==> src/rtl/divisor_reloj_programable.sv <==
// Runtime-programmable clock divider: ~50% duty output of period 2*N plus a tick on each rising edge.
// Half-period N is loaded through a shadow register and adopted only at a half-period boundary.
module divisor_reloj_programable #(
    parameter int ANCHO       = 25,
    parameter int DIV_INICIAL = 32768
) (
    input  logic             relojNexys2,
    input  logic             reset,
    input  logic             habilitar,
    input  logic             cargar,
    input  logic [ANCHO-1:0] divisor,
    output logic             salidaReloj,
    output logic             tick,
    output logic             pendiente,
    output logic             error_div
);

    localparam logic [ANCHO-1:0] N_RESET = ANCHO'(DIV_INICIAL);

    logic [ANCHO-1:0] cnt;
    logic [ANCHO-1:0] n_act;
    logic [ANCHO-1:0] shadow;
    logic             frontera;
    logic             carga_valida;
    logic             carga_nula;

    assign frontera     = (cnt == n_act - 1'b1);
    assign carga_valida = cargar && (divisor != '0);
    assign carga_nula   = cargar && (divisor == '0);

    always_ff @(posedge relojNexys2 or posedge reset) begin
        if (reset) begin
            cnt         <= '0;
            n_act       <= N_RESET;
            shadow      <= N_RESET;
            salidaReloj <= 1'b0;
            tick        <= 1'b0;
            pendiente   <= 1'b0;
            error_div   <= 1'b0;
        end else begin
            error_div <= carga_nula;
            if (habilitar) begin
                if (frontera) begin
                    cnt         <= '0;
                    salidaReloj <= ~salidaReloj;
                    tick        <= ~salidaReloj;
                    if (pendiente) begin
                        n_act     <= shadow;
                        pendiente <= 1'b0;
                    end
                end else begin
                    cnt  <= cnt + 1'b1;
                    tick <= 1'b0;
                end
                // A value captured on a boundary cycle waits for the following boundary.
                if (carga_valida) begin
                    shadow    <= divisor;
                    pendiente <= 1'b1;
                end
            end else begin
                cnt         <= '0;
                salidaReloj <= 1'b0;
                tick        <= 1'b0;
                if (pendiente) begin
                    n_act     <= shadow;
                    pendiente <= 1'b0;
                end
                // While stopped there is no period in flight, so a load applies at once.
                if (carga_valida) begin
                    shadow <= divisor;
                    n_act  <= divisor;
                end
            end
        end
    end

endmodule

==> config.mk <==
export PLATFORM = sky130hd
export DESIGN_NAME = divisor_reloj_programable
export DESIGN_NICKNAME = d
export VERILOG_FILES = /design/src/rtl/divisor_reloj_programable.sv
export SDC_FILE = /design/constraint.sdc
export NUM_CORES = 1
export LEC_CHECK = 0
export CAP_MARGIN = 25
export CELL_PAD_IN_SITES_DETAIL_PLACEMENT = 2
export CELL_PAD_IN_SITES_GLOBAL_PLACEMENT = 2
export CORE_UTILIZATION = 35
export DETAILED_ROUTE_END_ITERATION = 16
export DONT_BUFFER_PORTS = 1
export PLACE_DENSITY_LB_ADDON = 0.1
export SKIP_LAST_GASP = 1
export SYNTH_ARGS = -nofsm -noshare
export SYNTH_HDL_FRONTEND = slang
export SYNTH_SLANG_ARGS = --single-unit
export TNS_END_PERCENT = 5
==> constraint.sdc <==
create_clock -name relojNexys2 -period 3.5 [get_ports relojNexys2]
set_input_delay 0.35 -clock relojNexys2 [delete_from_list [all_inputs] [get_ports relojNexys2]]
set_output_delay 0.35 -clock relojNexys2 [all_outputs]
set_load 0.02 [all_outputs]
==> reports/metrics.yaml, run 1 <==
status: "finished, final reports clean"
antenna_left: 0
die_w_um: 113
final.fill_count: 1308
cts_max_path_buffers: 2
final_cells: 628
die_h_um: 113
finalPower_mw: 2.42
syn_nets: 486
synthTopCellsByCount: "77 x dfrtp_1, 63 x nand2_1, 42 x nor2_1"
drt-wirelength-per-cell_um: 19.6
clockPowerShare_pct: 40.9
timing_worst_slew_pin_value_ns: 0.556
synth_edf_count: 0
io_buffers: 0
netlist_top_cells_area: "dfrtp_1 44%, xnor2_1 5.8%, nand2_1 5.4%, xor2_1 5.2%, mux2_2 4.7%"
hold_viol_final: 0
ys_ff_latch: 79
drive_above_1_share_pct: 12.8
p_comb_share_pct: 14.4
area_growth_pct: 12.5
initial_core_util_pct: 36.0
regArea_um2: 1980
core_um2: 12100
switching_power_uw: 703
rr_startpoint: "n_act[0]$_DFFE_PP0P_"
max_freq_mhz: 300
slew_headroom_pct: 62.6
reg2reg_slack_ns: 0.17
rsz0062_at_grt: "yes"
grt_start_max_net_pins: 53
vias: 3394
netSwitchingFraction_pct: 29.0
synthArstFlopShare_pct: 100
finalSetupViolations: 0
period_share_pct: 95.2
grt_pass1_wl_um: 20800
die-area_um2: 12900
synthCells: 455
cp_max_fo: 35
cts_root_buf: "clkbuf_16"
h-tree-depth: 3
yosysMostFrequentCell: "dfrtp_1"
yosys.area.top_type: "dfrtp_1"
clkSinkCount: 79
wirelength_um: 12300
drt-pass1-iter-count: 4
peakVddDrop_mv: 0.361
antenna_cells: 0
post_cts_buffers: 0
cp.arrival_ns: 3.56
ys.flop_type: "dfrtp_1"
cts_inserted_buffers: 9
viasPerCell: 5.40
gp_congestion: 0.753
cp_data_required_time_ns: 3.73
seq_power_share_pct: 44.7
post-place-cells: 610
multi_input_area_um2: 2200
slew_violations: 0
endpoint_kind: "register"
syn_area_um2: 4350
yosysWarnings: 0
yosysTopAreaCellShare_pct: 44.3
grt_pass1_vias: 3879
drc_errors: 0
p_int_mw: 1.72
fin_nets: 486
path_clk_slew_ns: 0.06
drtIter0Drc: 117
syn_area_per_cell_um2: 9.55
synth.distinct_cells: 58
antenna_found_initial: 0
worst_hold_path.endpoint: "shadow[5]$_DFFE_PP0P_"
place_hpwl_um: 8950
r2r_end: "n_act[0]$_DFFE_PP0P_"
insertion_delay_ns: 0.35
period_needed_ns: 3.33
hold_depth: 2
power.density_nw_per_um2: 496
criticalPathCategory: "reg -> reg"
post-route-util_pct: 40.5
grt_use_total_pct: 21.2
yosysSeqAreaShare_pct: 45.5
start_kind: "register"
rr_worst_depth: 10
overflow: 0
skew_ns: 0.00494
hp-class: "in -> reg"
core.rowCount: 40
maxCapViolations: 0
cts_tree: "done"
leakage_nw: 2.02
worstHoldStart: "divisor[5]"
pin_count: 33
## placed cells by master, fill, tap and decap left out, types with 5 or more instances in the layout
master	count
nand4_1	11
mux2i_1	5
xor2_1	26
buf_4	10
nor3_1	13
clkbuf_16	9
nand3_1	17
nor4_1	8
inv_1	22
o221ai_1	15
a21oi_1	5
dfrtp_1	77
a2bb2oi_1	9
nand2_1	63
o22ai_1	11
xnor2_1	29
and3_1	8
mux2_2	18
nor2_1	42
## power by group through the flow
stage | clock, mW | sequential [mW] | combinational [mW]
2_1_floorplan | 0 | 1.06 | 0.270
5_1_grt | 1.06 | 1.10 | 0.389
4_1_cts | 1.02 | 1.08 | 0.349
3_5_place_dp | 0 | 1.10 | 0.345
3_3_place_gp | 0 | 1.09 | 0.333
6_report | 0.992 | 1.08 | 0.348
## critical path, stage by stage (launching register included)
cell	delay, ns
dfrtp_1	0.45
inv_1	0.09
ha_1	0.29
nor4b_1	0.29
nand4_1	0.29
nor3_1	0.28
xnor2_1	0.15
o2111ai_1	0.22
o41ai_4	0.43
buf_4	0.44
o2bb2a_1	0.27
## timing repair
action / in CTS / in global routing
hold buffers: 0 / 1
hold endpoints to repair: 0 / 24
endpoints found under the setup margin: 0 / 25
gates resized for setup: 0 / 2
## how the worst max path moves through the flow
stage | start | to | slack (ns)
after floorplan | n_act[0]$_DFFE_PP0P_ | n_act[10]$_DFFE_PP0P_ | 0.59
after global placement | n_act[0]$_DFFE_PP0P_ | n_act[7]$_DFFE_PP0P_ | 0.29
after detailed placement | n_act[0]$_DFFE_PP0P_ | n_act[4]$_DFFE_PP0P_ | 0.15
after CTS | n_act[0]$_DFFE_PP0P_ | n_act[7]$_DFFE_PP0P_ | 0.14
after global routing | n_act[0]$_DFFE_PP0P_ | n_act[0]$_DFFE_PP0P_ | -0.04
final | n_act[0]$_DFFE_PP0P_ | n_act[0]$_DFFE_PP0P_ | 0.17
## logic make-up (layout without fill, tap and decap cells)
kind of cell               count (synthesis)  count (layout)  synth area share [%]
AOI/OAI and AO/OA                         64              64                  11.7
xor gates and xnor gates                  55              55                  11.1
adders and majority gates                  2               2                 0.576
buffers and inverters                     46              51                  4.32
DFF                                       79              79                  45.5
muxes                                     23              23                  5.81
and+or+nand+nor                          186             186                  20.9
## cell type report
cell class	count	share of cell area (%)
tap	168	4.30
clock buffer	10	4.89
timing repair buffer	12	2.30
clock inverter	6	1.36
multi-input combinational	330	44.9
inverter	23	1.79
sequential	79	40.5
## through the flow
stage          hold WS [ns]  cell area, um^2  setup slack, ns  TNS (ns)
2_1_floorplan         0.446             4350            0.588         0
4_1_cts              0.0845             4840            0.138         0
5_1_grt               0.110             4890          -0.0425   -0.0425
3_3_place_gp          0.458             4540            0.295         0
6_report              0.107             4890            0.168         0
3_5_place_dp          0.462             4540            0.147         0
## registers in the layout, indices dropped and copies added, names as in the netlist
name,flops
cnt,25
n_act,25
salidaReloj,1
error_div,1
tick,1
pendiente,1
shadow,25
## per-layer routing
metal,global-route usage [%],share of wire (%),vias to the layer above
li1,-,-,1607
met1,28.1,48,1730
met2,34.6,48,47
met3,5.31,3.2,10
met4,5.79,1.1,0
met5,0,0,-
(Power assumes the default switching activity.)
==> run 2: changes to the inputs <==
==> constraint.sdc (replaced) <==
create_clock -name relojNexys2 -period 2.84 [get_ports relojNexys2]
set_input_delay 0.284 -clock relojNexys2 [delete_from_list [all_inputs] [get_ports relojNexys2]]
set_output_delay 0.284 -clock relojNexys2 [all_outputs]
set_load 0.02 [all_outputs]
==> run 2 against run 1 <==
  * The flow now finishes with violations (setup timing)
  * Clock-buffer cell count up 1
  * Critical endpoint is now n_act[6]$_DFFE_PP0P_
  * Clock skew grew 0.0016 ns
  * Sequential share of layout area decreased by 5.0 points
  * Via count is 8.7% higher
  * Wire length grew 23%
  * Critical path type unchanged
  * First-iteration DRC count increased by 51%
==> reports/metrics.yaml, run 2 (synthesis gave the netlist of run 1 again) <==
status: "finished, violations left"
violations: "setup timing"
gp_congestion: 0.790  # +4.9%
path_clk_slew_ns: 0.06  # about the same
netSwitchingFraction_pct: 31.0  # +2.0 points
final_common_cell: "dfrtp_1"
drt-pass1-iter-count: 4  # unchanged
clockPowerShare_pct: 36.6  # -4.3 points
clkSinkCount: 79  # unchanged
timing_worst_slew_pin_value_ns: 0.603  # +0.0473 ns
post-route-util_pct: 46.3  # +5.8 points
start_kind: "register"
h-tree-depth: 3  # unchanged
period_share_pct: 102  # +7.0 points
core.rowCount: 40  # unchanged
pre_cts_ws_ns: -0.0710  # -0.218 ns
hp-class: "in -> reg"
drive_above_1_share_pct: 27.1  # +14 points
leakage_nw: 2.31  # +14%
max_freq_mhz: 344  # +15%
antenna_left: 0  # unchanged
io_buffers: 0  # unchanged
place_hpwl_um: 9290  # +3.8%
p_comb_share_pct: 21.6  # +7.2 points
cp.arrival_ns: 3.12  # -0.44 ns
rr_worst_depth: 11  # +1
drc_errors: 0  # unchanged
drt-wirelength-per-cell_um: 22.6  # +15%
cts_max_path_buffers: 2  # unchanged
drtIter0Drc: 177  # +51%
slew_violations: 0  # unchanged
antenna_cells: 0  # unchanged
grt_pass1_wl_um: 21400  # +2.9%
skew_ns: 0.00656  # +0.00162 ns
grt_start_max_net_pins: 50  # -5.7%
cts_tree: "done"
fin_area_um2: 5590  # +14%
rsz0062_at_grt: "yes"
hold_depth: 2  # unchanged
slew_headroom_pct: 59.7  # -2.9 points
place_area_um2: 4800  # +5.8%
cp_max_fo: 6  # -83%
area_growth_pct: 28.6
insertion_delay_ns: 0.35  # about the same
seq_power_share_pct: 41.8  # -2.9 points
grt_pass1_vias: 3947  # +1.8%
initial_core_util_pct: 36.0  # unchanged
period_needed_ns: 2.90  # -0.429 ns
wirelength_um: 15100  # +23%
maxCapViolations: 0  # unchanged
grt_use_total_pct: 21.8  # +0.63 points
p_int_mw: 2.19  # +27%
top_regs: "cnt x25, n_act x25, shadow x25"
antenna_found_initial: 0  # unchanged
hold_viol_final: 0  # unchanged
viasPerCell: 5.51  # +2.0%
criticalPathCategory: "reg -> reg"
cts_root_buf: "clkbuf_16"
pin_count: 33  # unchanged
fin_nets: 527  # +8.4%
overflow: 0  # unchanged
endpoint_kind: "register"
core_um2: 12100  # unchanged
cts_inserted_buffers: 9  # unchanged
switching_power_uw: 986  # +40%
power.density_nw_per_um2: 569  # +15%
die_w_um: 113  # unchanged
peakVddDrop_mv: 0.317  # -12%
die_h_um: 113  # unchanged
vias: 3688  # +8.7%
finalSetupViolations: 23  # +23
worst_slack_ns: -0.0635  # -0.231 ns
cp_data_required_time_ns: 3.06  # -0.67 ns
final_cell_mix: "76 x dfrtp_1, 63 x nand2_1, 42 x nor2_1"
die-area_um2: 12900  # unchanged
run 2: changes by cell type in the layout (fill, tap and decap cells not counted), sizes merged:
cell	change
clkinvlp	+3
buf	+39
inv	-1
clkbuf	+3
bufinv	-1
clkinv	-2
run 2: final cells by class:
cell class	count	area [um^2]
fillers	1274	6470
multi-input cells	330	2470
flip-flops and latches	79	1980
repair buffers	53	548
clock buffers	11	253
well taps	168	210
inverters	23	87.6
clock inverters	5	40.0
run 2: worst paths after layout:
check	slack, ns	startpoint	end
worst max-delay path	-0.06	n_act[7]$_DFFE_PP0P_	n_act[6]$_DFFE_PP0P_
worst max register to register	-0.06	n_act[7]$_DFFE_PP0P_	n_act[6]$_DFFE_PP0P_
worst min register to register	0.50	shadow[23]$_DFFE_PP0P_	shadow[23]$_DFFE_PP0P_
min in group asynchronous	0.44	reset	shadow[4]$_DFFE_PP0P_
worst min-delay path	0.04	divisor[0]	shadow[0]$_DFFE_PP0P_
max in group asynchronous	1.69	reset	n_act[15]$_DFFE_PP1P_
run 2: routing by layer:
layer / vias to the layer above / global-route usage (%) / part of all wire [%]
met5: - / 0 / 0
met4: 0 / 8.16 / 1.9
met3: 21 / 3.51 / 3.1
met2: 74 / 36.0 / 52
met1: 1905 / 29.0 / 43
li1: 1688 / - / -
run 2: power by group through the flow:
stage / clock network, mW / registers [mW] / logic, mW
floorplan: 0 / 1.31 / 0.337
global placement: 0 / 1.32 / 0.509
detailed placement: 0 / 1.33 / 0.527
CTS: 1.18 / 1.32 / 0.556
global route: 1.22 / 1.34 / 0.738
finish: 1.16 / 1.33 / 0.686
run 2: stage by stage:
stage | instances | power [mW] | hold slack, ns | TNS, ns
2_1_floorplan | 455 | 1.65 | 0.389 | 0
3_3_place_gp | 635 | 1.83 | 0.247 | 0
3_5_place_dp | 636 | 1.85 | 0.251 | -1.04
4_1_cts | 657 | 3.06 | 0.0330 | -0.170
5_1_grt | 669 | 3.30 | 0.0427 | -7.40
6_report | 669 | 3.18 | 0.0424 | -0.574
run 2: what timing repair did:
item | in CTS | in global routing
hold buffers | 1 | 0
pin swaps | 9 | 26
gates cloned | 1 | 3
setup endpoints to repair | 47 | 52
endpoints found under the hold margin | 30 | 0
buffers inserted | 3 | 11
resized for setup | 14 | 44
run 2: worst max-delay path, cell delays in order (launching register included):
cell and delay, ns:
dfrtp_1 0.42, buf_4 0.15, buf_4 0.15, nor4b_2 0.31
nand2_1 0.15, xor2_1 0.16, a221oi_1 0.30, o21ai_1 0.22
o41ai_4 0.33, a21o_4 0.27, clkbuf_16 0.19, o221ai_2 0.11
==> run 3: changes to the inputs <==
--- a/config.mk
+++ b/config.mk
@@ -8,10 +8,11 @@
 export CAP_MARGIN = 25
 export CELL_PAD_IN_SITES_DETAIL_PLACEMENT = 2
 export CELL_PAD_IN_SITES_GLOBAL_PLACEMENT = 2
-export CORE_UTILIZATION = 35
+export CORE_UTILIZATION = 34
 export DETAILED_ROUTE_END_ITERATION = 16
-export DONT_BUFFER_PORTS = 1
 export PLACE_DENSITY_LB_ADDON = 0.1
+export RECOVER_POWER = 100
+export SETUP_SLACK_MARGIN = 0.5
 export SKIP_LAST_GASP = 1
 export SYNTH_ARGS = -nofsm -noshare
 export SYNTH_HDL_FRONTEND = slang
==> run 3 against run 2 <==
  * The flow finishes with violations (capacitance limit, slew limit, setup timing)
  * First-iteration DRC count down 6.8%
  * Global-route usage up 1.7 points
  * Critical path depth down 1
  * Non-clock buffer count up 31
  * Cell count up 4.6%
  * Largest power group unchanged
==> reports/metrics.yaml, run 3 (synthesis gave the netlist of run 1 again) <==
die_h_um: 115  # +1.4%
vias: 3721  # +0.89%
rsz0062_at_grt: "yes"
cp.arrival_ns: 3.17  # +0.05 ns
die_w_um: 115  # +1.4%
area_growth_pct: 30.0
place_hpwl_um: 10000  # +8.1%
period_needed_ns: 2.96  # +0.0522 ns
drt-pass1-iter-count: 4  # unchanged
final_cells: 700  # +4.6%
gp_congestion: 0.789  # -0.13%
grt_start_max_net_pins: 41  # -18%
grt_pass1_vias: 4232  # +7.2%
grt_use_total_pct: 23.6  # +1.7 points
power.density_nw_per_um2: 575  # +1.0%
wirelength_um: 14000  # -7.5%
endpoint_kind: "register"
slew_violations: 81  # +81
leakage_nw: 2.37  # +2.3%
drtIter0Drc: 165  # -6.8%
criticalPathCategory: "reg -> reg"
start_kind: "register"
viasPerCell: 5.32  # -3.6%
hold_viol_final: 0  # unchanged
antenna_cells: 0  # unchanged
hp-class: "reg -> reg"
worst_slack_ns: -0.116  # -0.0522 ns
finalSetupViolations: 25  # +8.7%
top_regs: "cnt x25, n_act x25, shadow x25"
post-place-cells: 674  # +6.0%
finalPower_mw: 3.25  # +2.1%
die-area_um2: 13200  # +2.9%
final.fill_count: 1332  # +4.6%
clkSinkCount: 79  # unchanged
overflow: 0  # unchanged
drt-wirelength-per-cell_um: 20.0  # -12%
core.rowCount: 40  # unchanged
core_um2: 12200  # +1.2%
maxCapViolations: 2  # +2
io_buffers: 32  # +32
timing_worst_slew_pin_value_ns: 2.28  # +1.68 ns
final_common_cell: "dfrtp_1"
period_share_pct: 104  # +1.8 points
slew_headroom_pct: -52.3  # -110 points
max_freq_mhz: 338  # -1.8%
status: "finished, violations left"
skew_ns: 0.0120  # +0.00547 ns
fin_nets: 558  # +5.9%
grt_pass1_wl_um: 23300  # +9.1%
cts_max_path_buffers: 2  # unchanged
peakVddDrop_mv: 0.311  # -1.7%
path_clk_slew_ns: 0.06  # about the same
violations: "capacitance limit, slew limit, setup timing"
final_cell_mix: "76 x dfrtp_1, 63 x nand2_1, 42 x nor2_1"
antenna_left: 0  # unchanged
antenna_found_initial: 0  # unchanged
initial_core_util_pct: 35.6  # -0.44 points
insertion_delay_ns: 0.36  # about the same
cp_data_required_time_ns: 3.06  # about the same
cts_root_buf: "clkbuf_16"
pin_count: 33  # unchanged
cp_max_fo: 6  # unchanged
cts_tree: "done"
h-tree-depth: 3  # unchanged
drc_errors: 0  # unchanged
cts_inserted_buffers: 9  # unchanged
drive_above_1_share_pct: 20.7  # -6.5 points
## run 3: cell types whose count changed in the layout (fill, tap and decap cells not counted), moves of 2 or more
cell	previous run	this run
o221ai_1	0	14
clkinvlp_4	3	0
buf_12	5	1
clkbuf_8	2	0
clkbuf_1	0	5
clkbuf_16	11	9
bufinv_16	0	2
buf_4	37	40
o221ai_2	14	1
clkdlybuf4s50_1	0	27
dlygate4sd3_1	1	5
## run 3: cell type report
| cell class | instances | area, um^2 | share of cell area (%) |
|---|---|---|---|
| Timing Repair Buffer | 84 | 768 | 13.6 |
| Inverter | 23 | 87.6 | 1.55 |
| Multi-Input combinational cell | 330 | 2290 | 40.5 |
| Tap cell | 168 | 210 | 3.72 |
| Clock buffer | 11 | 233 | 4.12 |
| Clock inverter | 5 | 82.6 | 1.46 |
| Sequential cell | 79 | 1980 | 35.1 |
## run 3: worst max-delay path, cell delays in order (launching register included)
cell	delay, ns
dfrtp_2	0.44
buf_4	0.16
or3_1	0.42
o31ai_2	0.31
and4_1	0.23
nand4_1	0.21
o41ai_4	0.44
a21o_2	0.23
buf_4	0.14
buf_16	0.12
o221ai_1	0.11
## run 3: stage by stage
stage | hold slack [ns] | cell area, um^2 | utilization, % | setup slack, ns | setup TNS (ns)
after floorplan | 0.389 | 4420 | - | 0.0990 | 0
after global placement | 0.460 | 5170 | 42.4 | -0.0376 | -0.377
after detailed placement | 0.466 | 5170 | 42.4 | -0.0665 | -0.880
after CTS | 0.403 | 5620 | 46.1 | -0.0161 | -0.122
after global routing | 0.514 | 5650 | 46.3 | -0.302 | -12.32
final | 0.479 | 5650 | 46.3 | -0.116 | -2.21
## run 3: timing repair
action	4_1_cts	5_1_grt
setup buffers	7	1
cloned	2	0
gates resized for setup	9	7
endpoints found under the setup margin	53	53
hold buffers	0	0
pin swaps	7	6
## run 3: power breakdown
part / switching, mW / internal (mW) / total, mW
registers: 0.0981 / 1.22 / 1.32
logic: 0.334 / 0.315 / 0.649
clock network: 0.505 / 0.775 / 1.28
## run 3: metal layers
layer,GRT usage [%],wire (um),vias up
met3,5.17,337,22
met5,0,0,-
met4,7.19,296,0
met2,40.4,7100,54
met1,29.6,6260,1892
li1,-,-,1753
## run 3: final timing paths
path	start	endpoint	slack [ns]	cells past startpoint
setup / recovery	n_act[0]$_DFFE_PP0P_	n_act[19]$_DFFE_PP0P_	-0.12	10
hold / removal	shadow[20]$_DFFE_PP0P_	shadow[20]$_DFFE_PP0P_	0.48	2
setup reg to reg	n_act[0]$_DFFE_PP0P_	n_act[19]$_DFFE_PP0P_	-0.12	10
hold reg to reg	shadow[20]$_DFFE_PP0P_	shadow[20]$_DFFE_PP0P_	0.48	2
max in group asynchronous	reset	n_act[0]$_DFFE_PP0P_	0.25	3
min in group asynchronous	reset	shadow[2]$_DFFE_PP0P_	1.09	3
